`src/rtl/pipe_ctrl_pkg.sv`:
```
// pipe_ctrl_pkg: shared constants for the pipeline stall/flush sequencer
package pipe_ctrl_pkg;
   typedef enum logic [1:0] {
      RUN  = 2'b00,
      WAIT = 2'b01,
      ERR  = 2'b10
   } state_t;
   localparam logic [31:0] NOP = 32'h0000_0000;
   localparam logic [4:0] REG_ZERO = 5'd0;
endpackage

```
`src/rtl/sat_counter.sv`:
```
// sat_counter: event counter that sticks at all-ones instead of wrapping
module sat_counter #(
   parameter int W = 16
) (
   input  logic         clk,
   input  logic         rst_n,
   input  logic         inc,
   output logic [W-1:0] q
);
   // count up on inc, hold once saturated
   always_ff @(posedge clk or negedge rst_n)
      if (!rst_n) q <= '0;
      else if (inc && q != '1) q <= q + 1'b1;
endmodule

```
`src/rtl/pipeline_ctrl.sv`:
```
// pipeline_ctrl: merges load-use, branch and dmem-wait hazards into stage enables
module pipeline_ctrl
   import pipe_ctrl_pkg::*;
#(
   parameter int MEM_TIMEOUT = 16,
   parameter int CNT_W = 16
) (
   input  logic             clk,
   input  logic             rst_n,
   input  logic [4:0]       RegS,
   input  logic [4:0]       RegT,
   input  logic             id_ex_MemRead,
   input  logic [4:0]       id_ex_RegRt,
   input  logic             branch_taken,
   input  logic             dmem_req,
   input  logic             dmem_ready,
   output logic             PCWrite,
   output logic             if_id_Write,
   output logic             if_id_Flush,
   output logic             id_ex_Bubble,
   output logic             ex_mem_Write,
   output logic             mem_wb_Bubble,
   output logic             mem_err,
   output logic [CNT_W-1:0] lu_stall_cnt,
   output logic [CNT_W-1:0] flush_cnt,
   output logic [CNT_W-1:0] mem_wait_cnt
);
   localparam int WW = MEM_TIMEOUT > 2 ? $clog2(MEM_TIMEOUT) : 1;
   state_t state, state_nxt;
   logic [WW-1:0] wait_ctr, wait_nxt;
   logic load_use, mem_stall, freeze, lu_act, br_act;
   // state and wait counter registers; reset returns to RUN mid-access
   always_ff @(posedge clk or negedge rst_n)
      if (!rst_n) begin
         state    <= RUN;
         wait_ctr <= '0;
      end else begin
         state    <= state_nxt;
         wait_ctr <= wait_nxt;
      end
   // hazard priority, next state and stage enables; everything off in reset
   always_comb begin
      load_use  = id_ex_MemRead && id_ex_RegRt != REG_ZERO &&
                  (RegS == id_ex_RegRt || RegT == id_ex_RegRt);
      mem_stall = dmem_req && !dmem_ready && state != ERR;
      freeze    = mem_stall || state == ERR;
      lu_act    = !freeze && load_use;
      br_act    = !freeze && !load_use && branch_taken;
      state_nxt = state;
      wait_nxt  = wait_ctr;
      if (state == RUN && mem_stall) begin
         state_nxt = WAIT;
         wait_nxt  = '0;
      end else if (state == WAIT) begin
         if (dmem_ready) state_nxt = RUN;
         else if (wait_ctr == WW'(MEM_TIMEOUT - 1)) state_nxt = ERR;
         else wait_nxt = wait_ctr + 1'b1;
      end
      PCWrite       = rst_n && !freeze && !lu_act;
      if_id_Write   = rst_n && !freeze && !lu_act;
      if_id_Flush   = rst_n && br_act;
      id_ex_Bubble  = rst_n && lu_act;
      ex_mem_Write  = rst_n && !freeze;
      mem_wb_Bubble = rst_n && freeze;
      mem_err       = rst_n && state == ERR;
   end
   sat_counter #(.W(CNT_W)) u_lu (.clk(clk), .rst_n(rst_n), .inc(lu_act), .q(lu_stall_cnt));
   sat_counter #(.W(CNT_W)) u_fl (.clk(clk), .rst_n(rst_n), .inc(br_act), .q(flush_cnt));
   sat_counter #(.W(CNT_W)) u_mw (.clk(clk), .rst_n(rst_n), .inc(mem_stall), .q(mem_wait_cnt));
endmodule

```
`config.mk`:
```
export PLATFORM = sky130hd
export DESIGN_NAME = pipeline_ctrl
export DESIGN_NICKNAME = d
export VERILOG_FILES = /design/src/rtl/pipe_ctrl_pkg.sv /design/src/rtl/sat_counter.sv /design/src/rtl/pipeline_ctrl.sv
export SDC_FILE = /design/constraint.sdc
export NUM_CORES = 1
export LEC_CHECK = 0
export CORE_MARGIN = 10
export CORE_UTILIZATION = 48
export CTS_CLUSTER_DIAMETER = 80
export DETAILED_ROUTE_END_ITERATION = 7
export HOLD_SLACK_MARGIN = 0.15
export PLACE_DENSITY = 0.84
export SKIP_CTS_REPAIR_TIMING = 1
export SYNTH_ARGS = -nofsm -noshare
export SYNTH_HDL_FRONTEND = slang
export SYNTH_SLANG_ARGS = --single-unit
```
`constraint.sdc`:
```
create_clock -name clk -period 2.3 [get_ports clk]
set_input_delay 0.23 -clock clk [delete_from_list [all_inputs] [get_ports clk]]
set_output_delay 0.23 -clock clk [all_outputs]
set_load 0.01 [all_outputs]
```
==> results of run 1 <==
flip-flops by register name, summed over array words and instances (netlist names):
register  count
u_mw.q       16
u_fl.q       16
u_lu.q       16
wait_ctr      4
state         2
worst paths after layout:
check,from,end,cells past startpoint
worst max-delay path,state[0]$_DFFE_PN0P_,mem_wb_Bubble,5
min in group clk,u_mw.q[9]$_DFFE_PN0P_,u_mw.q[9]$_DFFE_PN0P_,1
worst max register to register,u_lu.q[4]$_DFFE_PN0P_,u_lu.q[12]$_DFFE_PN0P_,6
worst min register to register,u_mw.q[9]$_DFFE_PN0P_,u_mw.q[9]$_DFFE_PN0P_,1
worst min-delay path,rst_n,u_fl.q[7]$_DFFE_PN0P_,3
max in group asynchronous,rst_n,u_lu.q[14]$_DFFE_PN0P_,3
power groups by stage:
stage / combinational [uW] / sequential [uW] / clock [uW]
floorplan: 327 / 1340 / 0
global placement: 775 / 1300 / 0
detailed placement: 804 / 1320 / 0
CTS: 807 / 1300 / 682
global route: 880 / 1330 / 727
finish: 801 / 1300 / 676
cell families after synthesis:
logic type / Yosys count
simple gates: 125
flops: 54
compound gates: 10
xor+xnor: 54
fa+ha+maj: 4
mux: 8
buf+inv: 14
critical path: cells and delay by family, from the launching register on:
| family | cells | cell delay [ps] |
|---|---|---|
| buffers and inverters | 2 | 720 |
| and+or+nand+nor | 3 | 530 |
| DFF | 1 | 400 |
routing by layer:
| layer | part of all wire | GRT usage | vias up |
|---|---|---|---|
| met5 | 0 | 0 | - |
| met4 | 0.011 | 0.04622 | 0 |
| met1 | 0.41 | 0.1672 | 1152 |
| met2 | 0.53 | 0.2612 | 57 |
| li1 | - | - | 1138 |
| met3 | 0.047 | 0.03407 | 5 |
through the flow:
| stage | setup WS [ps] | cell area [um2] | utilization |
|---|---|---|---|
| global route | 28.31 | 3915 | 0.6981 |
| CTS | -298.2 | 3874 | 0.6908 |
| global placement | -275.2 | 3756 | 0.6698 |
| floorplan | 252.3 | 2816 | - |
| detailed placement | -294.3 | 3756 | 0.6698 |
| finish | 103.0 | 3915 | 0.6981 |
Yosys cell counts (2+ instances only):
cell type	n
nand3_1	22
xor2_1	23
nor4_2	4
and3_1	4
dfrtp_1	54
nand2_1	25
nand4_1	11
nor2_1	18
nand3_2	2
mux2_2	8
and4_1	2
nand2b_1	4
inv_1	9
buf_6	3
ha_1	4
nor4_1	5
xnor2_1	31
nor3_1	19
area by class of cell:
| type | count | area, um2 |
|---|---|---|
| Fill cell | 435 | 1693 |
| Timing Repair Buffer | 97 | 923.4 |
| Sequential cell | 54 | 1351 |
| Clock buffer | 5 | 68.82 |
| Clock inverter | 3 | 48.80 |
| Inverter | 9 | 33.78 |
| Multi-Input combinational cell | 201 | 1399 |
| Tap cell | 72 | 90.09 |
==> impl_metrics.py, run 1 <==
metrics = {
    "pwr": {
        "pwr_density_cell_nw_per_um2": 709.0,
        "p_leak_uw": 0.001742,
        "internal-power_uw": 1890,
        "vdd_drop_max_v": 0.0004643,
        "p_switching_uw": 885.7,
        "p_clk_frac": 0.243,
        "swShare": 0.3191,
        "seqPwrFrac": 0.468,
        "p_comb_frac": 0.288,
        "power_uw": 2776,
    },
    "finish": {
        "drive_gt1_frac": 0.1463,
        "final_cell_mix": "70 x clkdlybuf4s50_1, 54 x dfrtp_1, 31 x xnor2_1",
        "syn_to_final_growth_pct": 39.00,
        "fin_cells": 441,
        "diodes": 0,
        "nNetsFinal": 393,
        "final_common_cell": "clkdlybuf4s50_1",
    },
    "timing": {
        "fin_skew_ps": 8.272,
        "timing.fmax_mhz": 455.2,
        "tns_ps": 0,
        "holdWs_ps": 479.9,
        "post-route-min-period_ps": 2197,
        "worst_pin_slew_ps": 411.0,
        "setup_viol": 0,
        "finalCritPeriodShare": 0.9552,
        "rsz0062_at_grt": "no",
        "relSlewSlack": 0.7239,
        "finalHoldViolations": 0,
        "slew_viol_final": 0,
    },
    "global_route": {
        "grt_pass1_vias": 2368,
        "track_usage": 0.1464,
        "antenna_found_initial": 0,
        "grt_pass1_wl_mm": 11.80,
        "gr-total-overflow": 0,
        "grt_max_degree": 34,
    },
    "die": {
        "die_area_um2": 9332,
        "initial_utilization": 0.5022,
        "rows": 27,
        "die_x_um": 96.60,
        "core_area_um2": 5608,
        "dieHeight_um": 96.60,
        "ios": 76,
    },
    "synth": {
        "synth_area_um2": 2816,
        "synth_top_family_by_area": "simple AND/OR/NAND/NOR gates",
        "yosysTopAreaCell": "dfrtp_1",
        "synthXorXnorAreaFrac": 0.1679,
        "synth_cell_types": 39,
        "synth_warnings": 0,
        "synth_cells": 269,
        "syn_area_per_cell_um2": 10.47,
        "synth.area.top_cells": "dfrtp_1 48%, xnor2_1 9.6%, xor2_1 7.2%",
        "async_flop_share": 1.000,
        "synth_top_area_share": 0.4798,
        "synth_ff_type": "dfrtp_1",
        "ys_ff_latch": 54,
        "yosys.area_share.simple": 0.2452,
        "synth_fa_ha_area_frac": 0.01777,
        "synth_edf_count": 0,
        "syn_nets": 294,
        "yosysSeqAreaShare": 0.4798,
        "synth-compound-area-share": 0.02888,
        "muxShareOfSynthArea": 0.03199,
    },
    "detailed_routing": {
        "drt-total-wl_mm": 7.067,
        "drt_iter0_drc": 139,
        "vias_per_cell": 5.333,
        "drtPass1Iterations": 4,
        "ant_nets": 0,
        "drcViolationCount": 0,
        "wl_per_cell_um": 16.02,
        "via_count": 2352,
    },
    "outcome": {
        "status": "complete, no violations",
    },
    "setup_path": {
        "slowest_delay_ps": 560,
        "end_kind": "primary output",
        "cp_slowest_cell": "clkdlybuf4s50_1",
        "cp_cell_sequence": "nand2b_2, and2_0, buf_4, nor2_1, clkdlybuf4s50_1",
        "worst_ep_required_time_ps": 2070,
        "cp-start-kind": "register",
        "reg2reg_slack_ps": 270,
        "worstPathArrival_ps": 1970,
        "critPathKind": "register to primary output",
        "crit_fanout": 5,
    },
    "run": {
        "maxCapViolations": 0,
    },
    "hold_path": {
        "min_path_type": "primary input to asynchronous set/reset pin",
    },
    "clock_tree": {
        "root_buffer": "clkbuf_8",
        "cts_buffers": 5,
        "clock_path_buffers": 2,
        "clk_pin_slew_ps": 110,
        "clock_latency_ps": 320,
        "cts_tree": "yes",
        "cts_max_level": 2,
        "clock-sinks": 54,
    },
    "placed_design": {
        "numPortBuffers": 75,
        "placed_cells": 431,
        "place_hpwl_mm": 5.607,
        "finalWeightedCongestion": 0.8850,
    },
}
Power figures use the tool's default switching activity.
==> run 2: changes to the inputs <==
--- a/config.mk
+++ b/config.mk
@@ -5,12 +5,13 @@
 export SDC_FILE = /design/constraint.sdc
 export NUM_CORES = 1
 export LEC_CHECK = 0
+export ABC_AREA = 1
 export CORE_MARGIN = 10
-export CORE_UTILIZATION = 48
+export CORE_UTILIZATION = 51
 export CTS_CLUSTER_DIAMETER = 80
 export DETAILED_ROUTE_END_ITERATION = 7
 export HOLD_SLACK_MARGIN = 0.15
-export PLACE_DENSITY = 0.84
+export PLACE_DENSITY = 0.85
 export SKIP_CTS_REPAIR_TIMING = 1
 export SYNTH_ARGS = -nofsm -noshare
 export SYNTH_HDL_FRONTEND = slang
==> run 2 against run 1 <==
Synthesized cell count increased by 86%. Hold slack improved by 65 ps. Count of clock-buffer cells in the layout unchanged. Sequential cell count stayed put. Worst setup slack better by 140 ps. Design area up 15%. Area after synthesis up 27%. Critical endpoint unchanged. Largest power group unchanged.
==> impl_metrics.py, run 2 <==
metrics = {
    "outcome": {
        "status": "complete, no violations",
    },
    "setup_path": {
        "crit_family": "buffers and inverters",
        "r2r_cells": 9,
        "endpoint": "mem_wb_Bubble",
        "cpMostUsedCell": "nand2_1",
        "worst_ep_required_time_ps": 2070,
        "end_kind": "primary output",
        "cp-start-kind": "register",
        "cp_cell_sequence": "inv_2, nand2_1, nand2_1, inv_1, nor2_1, clkdlybuf4s50_1",
        "r2r-start": "u_mw.q[0]$_DFFE_PN0P_",
        "r2r-end": "u_mw.q[6]$_DFFE_PN0P_",
        "slowest_delay_ps": 570,
        "cp_slowest_cell": "clkdlybuf4s50_1",
        "critPathBufInv": 3,
        "crit_start": "state[0]$_DFFE_PN0P_",
        "crit_fanout": 4,
        "path_depth": 6,
        "reg2reg_slack_ps": 380,
        "worstPathArrival_ps": 1820,
        "critPathKind": "register to primary output",
    },
    "finish": {
        "nNetsFinal": 600,
        "reg_top3": "u_fl.q: 16 flops, u_lu.q: 16 flops, u_mw.q: 16 flops",
        "syn_to_final_growth_pct": 25.51,
        "final_cell_mix": "177 x nand2_1, 70 x clkdlybuf4s50_1, 54 x dfrtp_1",
        "fillers": 587,
        "diodes": 0,
        "final_common_cell": "nand2_1",
        "drive_gt1_frac": 0.08696,
        "final_util": 0.6615,
    },
    "synth": {
        "synth_top_area_share": 0.3774,
        "syn_area_per_cell_um2": 7.176,
        "synth_edf_count": 0,
        "synth_area_um2": 3581,
        "synth_commonest_cells": "177 x nand2_1, 54 x dfrtp_1, 52 x inv_1",
        "ys_ff_latch": 54,
        "yosysSeqAreaShare": 0.3774,
        "synth_cells": 499,
        "synth.area.top_cells": "dfrtp_1 38%, nand2_1 19%, inv_1 5.5%",
        "yosysTopAreaCell": "dfrtp_1",
        "async_flop_share": 1.000,
        "synth_warnings": 0,
        "syn_nets": 524,
        "synth_ff_type": "dfrtp_1",
        "yosysMostFrequentCell": "nand2_1",
        "synth_cell_types": 31,
    },
    "global_route": {
        "gr-total-overflow": 0,
        "grt_pass1_vias": 3175,
        "grt_pass1_wl_mm": 15.18,
        "grt_max_degree": 55,
        "track_usage": 0.1621,
        "antenna_found_initial": 0,
    },
    "timing": {
        "timing.fmax_mhz": 486.6,
        "worst_pin_slew_ps": 702.3,
        "relSlewSlack": 0.5318,
        "tns_ps": 0,
        "post-route-min-period_ps": 2055,
        "setup_viol": 0,
        "slew_viol_final": 0,
        "holdWs_ps": 544.8,
        "fin_skew_ps": 7.510,
        "rsz0062_at_grt": "no",
        "finalHoldViolations": 0,
        "finalCritPeriodShare": 0.8934,
    },
    "clock_tree": {
        "clock_latency_ps": 300,
        "clock-sinks": 54,
        "cts_tree": "yes",
        "clk_pin_slew_ps": 100,
        "root_buffer": "clkbuf_8",
        "clock_path_buffers": 2,
        "cts_buffers": 5,
        "cts_max_level": 2,
    },
    "pwr": {
        "p_comb_frac": 0.358,
        "swShare": 0.3727,
        "seqPwrFrac": 0.460,
        "pwr_density_cell_nw_per_um2": 633.7,
        "p_leak_uw": 0.002222,
        "p_clk_frac": 0.182,
        "p_switching_uw": 1061,
        "internal-power_uw": 1786,
        "vdd_drop_max_v": 0.0006855,
    },
    "detailed_routing": {
        "wl_per_cell_um": 13.16,
        "drt-total-wl_mm": 8.832,
        "ant_nets": 0,
        "via_count": 3441,
        "vias_per_cell": 5.128,
        "drcViolationCount": 0,
        "drtPass1Iterations": 4,
        "drt_iter0_drc": 174,
    },
    "die": {
        "initial_utilization": 0.5271,
        "die_x_um": 103.8,
        "rows": 30,
        "core_area_um2": 6794,
        "ios": 76,
        "dieHeight_um": 103.8,
        "die_area_um2": 10770,
    },
    "placed_design": {
        "numPortBuffers": 75,
        "finalWeightedCongestion": 0.8967,
        "place_hpwl_mm": 6.857,
    },
    "run": {
        "maxCapViolations": 0,
    },
    "hold_path": {
        "min_path_type": "register to register",
    },
}
[run 2: cell count changes in the layout (fill, tap and decap cells not counted), moves of 8 or more]
cell | previous run | this run
buf_4 | 21 | 3
inv_1 | 9 | 52
inv_2 | 0 | 8
mux2_2 | 8 | 0
nand2_1 | 25 | 177
nand2_2 | 0 | 12
nand3_1 | 22 | 32
nand4_1 | 11 | 27
nor2_1 | 18 | 43
nor3_1 | 18 | 9
o21ai_0 | 1 | 11
xnor2_1 | 31 | 16
[run 2: metrics by stage]
stage	power, uW	cell area, um2	setup slack, ps	std cells
finish	2848	4494	245.1	671
global route	3059	4494	133.7	671
CTS	2879	4471	26.18	670
detailed placement	2349	4388	26.18	663
global placement	2306	4388	94.07	663
floorplan	1877	3581	657.0	499
[run 2: layout make-up]
| class | count | area (um2) | area share |
|---|---|---|---|
| Sequential cell | 54 | 1351 | 0.3007 |
| Clock buffer | 5 | 68.82 | 0.01531 |
| Tap cell | 96 | 120.1 | 0.02673 |
| Timing Repair Buffer | 79 | 788.3 | 0.1754 |
| Clock inverter | 2 | 13.76 | 0.003062 |
| Multi-Input combinational cell | 374 | 1923 | 0.4279 |
| Inverter | 61 | 229.0 | 0.05095 |
[run 2: kinds of logic after synthesis]
group | count (synthesis) | share of synthesized area
AOI/OAI and AO/OA | 20 | 0.03075
xor gates and xnor gates | 34 | 0.08316
adders and majority gates | 4 | 0.01398
buffers and inverters | 71 | 0.08665
DFF | 54 | 0.3774
and+or+nand+nor | 316 | 0.4081
[run 2: how the worst min path moves through the flow]
| stage | start | endpoint | slack [ps] | cells after the start |
|---|---|---|---|---|
| floorplan | rst_n | state[0]$_DFFE_PN0P_ | -70 | 0 |
| global placement | rst_n | u_lu.q[15]$_DFFE_PN0P_ | 430 | 2 |
| detailed placement | rst_n | wait_ctr[3]$_DFFE_PN0P_ | 450 | 2 |
| CTS | rst_n | u_mw.q[9]$_DFFE_PN0P_ | 110 | 2 |
| global route | u_lu.q[5]$_DFFE_PN0P_ | u_lu.q[5]$_DFFE_PN0P_ | 570 | 2 |
| finish | u_lu.q[5]$_DFFE_PN0P_ | u_lu.q[5]$_DFFE_PN0P_ | 540 | 2 |
[run 2: metal layers]
layer / routed length (um) / global-route usage / vias to the layer above
met1: 4026 / 0.2133 / 1602
met5: 0 / 0 / -
met2: 4232 / 0.2676 / 108
met4: 94 / 0.02883 / 0
li1: - / - / 1720
met3: 479 / 0.03656 / 11
[run 2: worst min-delay path: stages, from the launching register on]
cell and delay (ps):
dfrtp_1 400, nand2_1 70, nand2_1 50
[run 2: power by group through the flow]
stage	Clock, uW	Combinational, uW	Sequential, uW
2_1_floorplan	0	542	1340
3_3_place_gp	0	991	1320
3_5_place_dp	0	1030	1320
4_1_cts	541	1030	1310
5_1_grt	576	1140	1340
6_report	519	1020	1310
